--- src/rtl/act_pkg.sv ---
// Shared types and helpers for the sparse activation gather unit.
package act_pkg;

    typedef enum logic {IDLE, SCAN} gather_state_t;

    // True when exactly one bit of v is set.
    function automatic logic is_onehot(input logic [63:0] v);
        return (v != 64'd0) && ((v & (v - 64'd1)) == 64'd0);
    endfunction

endpackage

--- src/rtl/act_prio_enc.sv ---
// Lowest-set-bit priority encoder used to pick the next pending activation.
module act_prio_enc #(
    parameter  int unsigned WIDTH = 16,
    localparam int unsigned IDX_W = (WIDTH > 1) ? $clog2(WIDTH) : 1
) (
    input  logic [WIDTH-1:0] vec,
    output logic [IDX_W-1:0] idx,
    output logic             any
);

    // Scan downward so the lowest set bit wins.
    always_comb begin
        idx = '0;
        for (int i = WIDTH - 1; i >= 0; i--) begin
            if (vec[i]) idx = IDX_W'(i);
        end
    end

    assign any = |vec;

endmodule

--- src/rtl/act_sparse_gather_unit.sv ---
// Streams the mask-selected (and optionally nonzero) activations of a block,
// one per cycle in ascending index order, with zero-bubble block chaining.
module act_sparse_gather_unit
    import act_pkg::*;
#(
    parameter  int unsigned DATA_WIDTH   = 8,
    parameter  int unsigned BLOCK_NUMBER = 16,
    localparam int unsigned IDX_WIDTH    = $clog2(BLOCK_NUMBER)
) (
    input  logic                               clk,
    input  logic                               rst_n,
    input  logic                               In_valid,
    output logic                               In_ready,
    input  logic [BLOCK_NUMBER*DATA_WIDTH-1:0] Input_act_data,
    input  logic [BLOCK_NUMBER-1:0]            Weight_mask,
    input  logic                               Skip_zero_act,
    output logic                               Out_valid,
    input  logic                               Out_ready,
    output logic [DATA_WIDTH-1:0]              Output_act_data,
    output logic [IDX_WIDTH-1:0]               Output_idx,
    output logic                               Output_last,
    output logic                               Empty_block
);

    localparam int unsigned BUS_W = BLOCK_NUMBER * DATA_WIDTH;

    gather_state_t             state_q, state_d;
    logic [BUS_W-1:0]          data_q, data_d;
    logic [BLOCK_NUMBER-1:0]   pend_q, pend_d;
    logic                      empty_q, empty_d;

    logic [BLOCK_NUMBER-1:0]   nz;
    logic [BLOCK_NUMBER-1:0]   eff;
    logic [IDX_WIDTH-1:0]      head_idx;
    logic                      pend_any;
    logic                      scan;
    logic                      accept;
    logic                      out_hs;

    // Effective selection for the block on the input port.
    always_comb begin
        nz = '0;
        for (int i = 0; i < int'(BLOCK_NUMBER); i++) begin
            nz[i] = |Input_act_data[DATA_WIDTH*i +: DATA_WIDTH];
        end
        eff = Weight_mask & (Skip_zero_act ? nz : '1);
    end

    act_prio_enc #(.WIDTH(BLOCK_NUMBER)) u_prio_enc (
        .vec (pend_q),
        .idx (head_idx),
        .any (pend_any)
    );

    // Outputs derive only from registers, except In_ready's path from Out_ready.
    assign scan            = (state_q == SCAN) && pend_any;
    assign Out_valid       = scan;
    assign Output_idx      = head_idx;
    assign Output_last     = scan && is_onehot(64'(pend_q));
    assign Output_act_data = scan ? data_q[DATA_WIDTH*head_idx +: DATA_WIDTH] : '0;
    assign Empty_block     = empty_q;
    assign In_ready        = (state_q == IDLE) || (Output_last && Out_ready);

    assign accept = In_valid && In_ready;
    assign out_hs = scan && Out_ready;

    always_comb begin
        state_d = state_q;
        pend_d  = pend_q;
        data_d  = data_q;
        empty_d = 1'b0;
        if (out_hs) begin
            pend_d = pend_q & (pend_q - BLOCK_NUMBER'(1));
            if (Output_last) state_d = IDLE;
        end
        // A new block overrides the drained pending set on the final beat.
        if (accept) begin
            data_d  = Input_act_data;
            pend_d  = eff;
            empty_d = (eff == '0);
            state_d = (eff == '0) ? IDLE : SCAN;
        end
    end

    always_ff @(posedge clk or negedge rst_n) begin
        if (!rst_n) begin
            state_q <= IDLE;
            data_q  <= '0;
            pend_q  <= '0;
            empty_q <= 1'b0;
        end else begin
            state_q <= state_d;
            data_q  <= data_d;
            pend_q  <= pend_d;
            empty_q <= empty_d;
        end
    end

endmodule

--- config.mk ---
export PLATFORM = sky130hd
export DESIGN_NAME = act_sparse_gather_unit
export DESIGN_NICKNAME = d
export VERILOG_FILES = /design/src/rtl/act_pkg.sv /design/src/rtl/act_prio_enc.sv /design/src/rtl/act_sparse_gather_unit.sv
export SDC_FILE = /design/constraint.sdc
export NUM_CORES = 1
export LEC_CHECK = 0
export BUFFER_PORTS_ARGS = -buffer_cell sky130_fd_sc_hd__buf_4
export CAP_MARGIN = 5
export CORE_UTILIZATION = 55
export DETAILED_ROUTE_END_ITERATION = 16
export GPL_TIMING_DRIVEN = 0
export PLACE_DENSITY = 0.81
export SLEW_MARGIN = 30
export SYNTH_ARGS = -nofsm -noshare
export SYNTH_HDL_FRONTEND = slang
export SYNTH_HIERARCHICAL = 1
export SYNTH_SLANG_ARGS = --single-unit
--- constraint.sdc ---
create_clock -name clk -period 8.4 [get_ports clk]
set_input_delay 0.84 -clock clk [delete_from_list [all_inputs] [get_ports clk]]
set_output_delay 0.84 -clock clk [all_outputs]
set_load 0.02 [all_outputs]
==> reports/metrics.yaml <==
outcome:
  status: "finished clean"
die:
  start_util_pct: 56.4
  core_sq_um: 13200
  die_h_microns: 118
  num_rows: 42
  fp.dieW_microns: 118
  ioPinCount: 165
  dieArea_sq_um: 14000
sta:
  fin_setup_tns_ns: 0
  final_hold_viol_count: 0
  final-setup-viol-count: 0
  fin_crit_ns: 5.00
  hold_ws_ns: 0.378
  relSlewSlack_pct: 42.0
  fin_crit_sh_pct: 59.5
  max_freq_mhz: 200
  finalMaxSlewViolations: 0
  tightest_slew_ns: 0.870
  fin_skew_ns: 0.00634
  rsz0062_at_grt: "no"
finish:
  area_delta_synth_final_pct: 27.5
  n_antenna_cell: 0
  multi_input_area_sq_um: 3600
  seqCellArea_sq_um: 3650
  final_core_util_pct: 71.9
  num-fill-cells: 855
  fin_cells: 925
  layout-drive-gt1-share_pct: 51.8
  layout.nets: 886
cts:
  cts_resized: 0
  clk_pin_slew_ns: 0.06
  clockBufferDepth: 2
  ctsHtreeMaxLevel: 4
  cts_tree: "built"
  cts-root-buf: "clkbuf_16"
  clkLatencyLatePin_ns: 0.43
  post-cts-setup-buffers: 0
  cts_buffers: 17
  cts_hold_buf: 0
  clock-sinks: 146
power:
  power_frac_comb_pct: 61.4
  p_per_area_nw_per_um2: 554
  clockPowerShare_pct: 13.7
  swShare_pct: 39.0
  total_power_mw: 5.25
  worst_ir_drop_vdd_v: 0.000315
  p_leak_nw: 4.27
  p_seq_share_pct: 24.9
  p_int_mw: 3.20
  switching_power_mw: 2.05
global_routing:
  grt_usage_pct: 33.0
  antenna_found_initial: 0
  busiest_layer: "met2"
  grt_pass1_wl_microns: 34200
  met2_usage_pct: 53.9
  grt_pass1_vias: 6192
  grtUsageMet1_pct: 41.4
  grt_remaining_overflow: 0
  grtUsageMet3_pct: 7.72
  grt_max_degree: 75
worst_hold_path:
  min_path_type: "input pin to async pin"
placed_design:
  detailed_place_hpwl_microns: 16100
  gp_congestion: 0.890
  numPortBuffers: 163
  numPlacedInstances: 893
detailed_routing:
  viasPerCell: 6.26
  ant_nets: 0
  route.detailed.drc: 0
  drt_iter0_drc: 638
  wl_per_cell_microns: 23.4
  via_count: 5790
  firstDrtPassIters: 5
  wl_microns: 21600
critical_path:
  slowest_delay_ns: 0.70
  critical_path_required_ns: 7.56
  slowest_stage: "buf_1"
  crit_chain: "inv_1 -> a21oi_1 -> o311a_1 -> o22ai_1 -> clkbuf_1 -> buf_1 -> mux4_2 -> mux4_2 -> and2_1 -> buf_4"
  worst_path_most_repeated_cell: "mux4_2"
  critPathKind: "register to output pin"
  rr_worst_depth: 9
  crit_path_end: "Output_act_data[5]"
  cp-end-kind: "output pin"
  reg2reg_slack_ns: 5.12
  r2r_start: "pend_q[9]"
  critical_path.startpoint: "pend_q[14]"
  critPathArrivalTime_ns: 4.16
  cp_max_fo: 10
  critPathLaunchType: "register"
  rr_endpoint: "data_q[47]"
yosys:
  synth.largest_area_cell: "dfrtp_1"
  synthTopCellsByArea: "dfrtp_1 49%, mux2_2 16%, mux4_2 12%"
  synth_area_sq_um: 7430
  ys_warn_count: 6
  avgSynthCellArea_sq_um: 13.4
  syn_inst: 553
  synth.distinct_cells: 46
  synth_fp_nets: 702
  synth_seq_area_share_pct: 49.1
  synth_top_area_share_pct: 49.1
  ys_seq_elements: 146
flow_run:
  cap_viol_max_count: 0
[metrics by stage]
stage                     cell area [sq um]  setup slack [ns]
after floorplan                        7430              4.28
final                                  9480              3.40
after CTS                              9470              3.35
after detailed placement               8910              3.82
after global routing                   9480              3.22
after global placement                 8880              3.92
[worst max-delay path, delay by kind of cell (launching register included)]
kind                   cells  cell delay [ns]
AO/OA/AOI/OAI              3             0.66
multiplexers               2             1.12
flip-flops                 1             0.45
AND/OR/NAND/NOR            1             0.20
buffers and inverters      4             1.29
[state kept, by name, summed over array words and instances, names as in the netlist]
register	count
Empty_block	1
data_q	128
pend_q	16
state_q	1
[synthesized netlist by cell type, drive strengths merged]
master,number
dfrtp,146
mux2,128
nor2,43
mux4,40
nand2,25
nor4,23
o21ai,20
buf,19
nand4,19
clkbuf,11
and2,9
o211ai,8
nand3,7
or4,6
a21oi,5
inv,5
or3,4
and3,3
mux2i,3
o311ai,3
or2,3
a31oi,2
nand2b,2
nand3b,2
nor3,2
o31ai,2
o41ai,2
a221o,1
a22o,1
a22oi,1
nor4b,1
o21a,1
o22ai,1
o311a,1
o31a,1
o32ai,1
or3b,1
or4b,1
[per-layer routing]
layer / wire, microns / part of all wire, %
met1: 8610 / 40
met2: 10800 / 50
met3: 1440 / 6.7
met4: 791 / 3.7
met5: 0 / 0
[cell families after synthesis]
kind of cell	synth area share (%)
multiplexers	33.1
AND/OR/NAND/NOR	10.9
flip-flops	49.1
AO/OA/AOI/OAI	4.41
buffers and inverters	2.44
[cell type report]
type / count / share of cell area (%)
Buffer: 30 / 1.73
Clock buffer: 23 / 5.04
Clock inverter: 8 / 0.818
Inverter: 5 / 0.198
Multi-Input combinational cell: 372 / 38.0
Sequential cell: 146 / 38.5
Tap cell: 176 / 2.32
Timing Repair Buffer: 165 / 13.4
[cells in the final DEF, fill, tap and decap left out, types with 7 or more instances in the layout]
cell / netlist / layout
buf_4: 0 / 163
dfrtp_1: 146 / 146
mux2_2: 105 / 105
nor2_1: 42 / 42
mux4_2: 40 / 40
nand2_1: 25 / 25
mux2_4: 23 / 23
nor4_1: 21 / 21
o21ai_0: 19 / 19
nand4_1: 19 / 19
clkbuf_16: 0 / 17
clkbuf_1: 11 / 14
buf_2: 10 / 10
and2_1: 9 / 9
o211ai_1: 8 / 8
nand3_1: 7 / 7
[how the worst min path moves through the flow]
stage,endpoint,slack [ns]
floorplan,data_q[112],0.47
global route,data_q[35],0.42
CTS,data_q[35],0.40
detailed placement,data_q[2],0.49
finish,data_q[35],0.38
global placement,data_q[82],0.48
[power groups by stage]
stage	logic, mW	registers (mW)	clock network [mW]
floorplan	2.28	1.21	0
global placement	3.09	1.27	0
detailed placement	3.17	1.30	0
CTS	3.20	1.30	0.721
global route	3.39	1.34	0.752
finish	3.22	1.31	0.716
(Power assumes the default switching activity.)
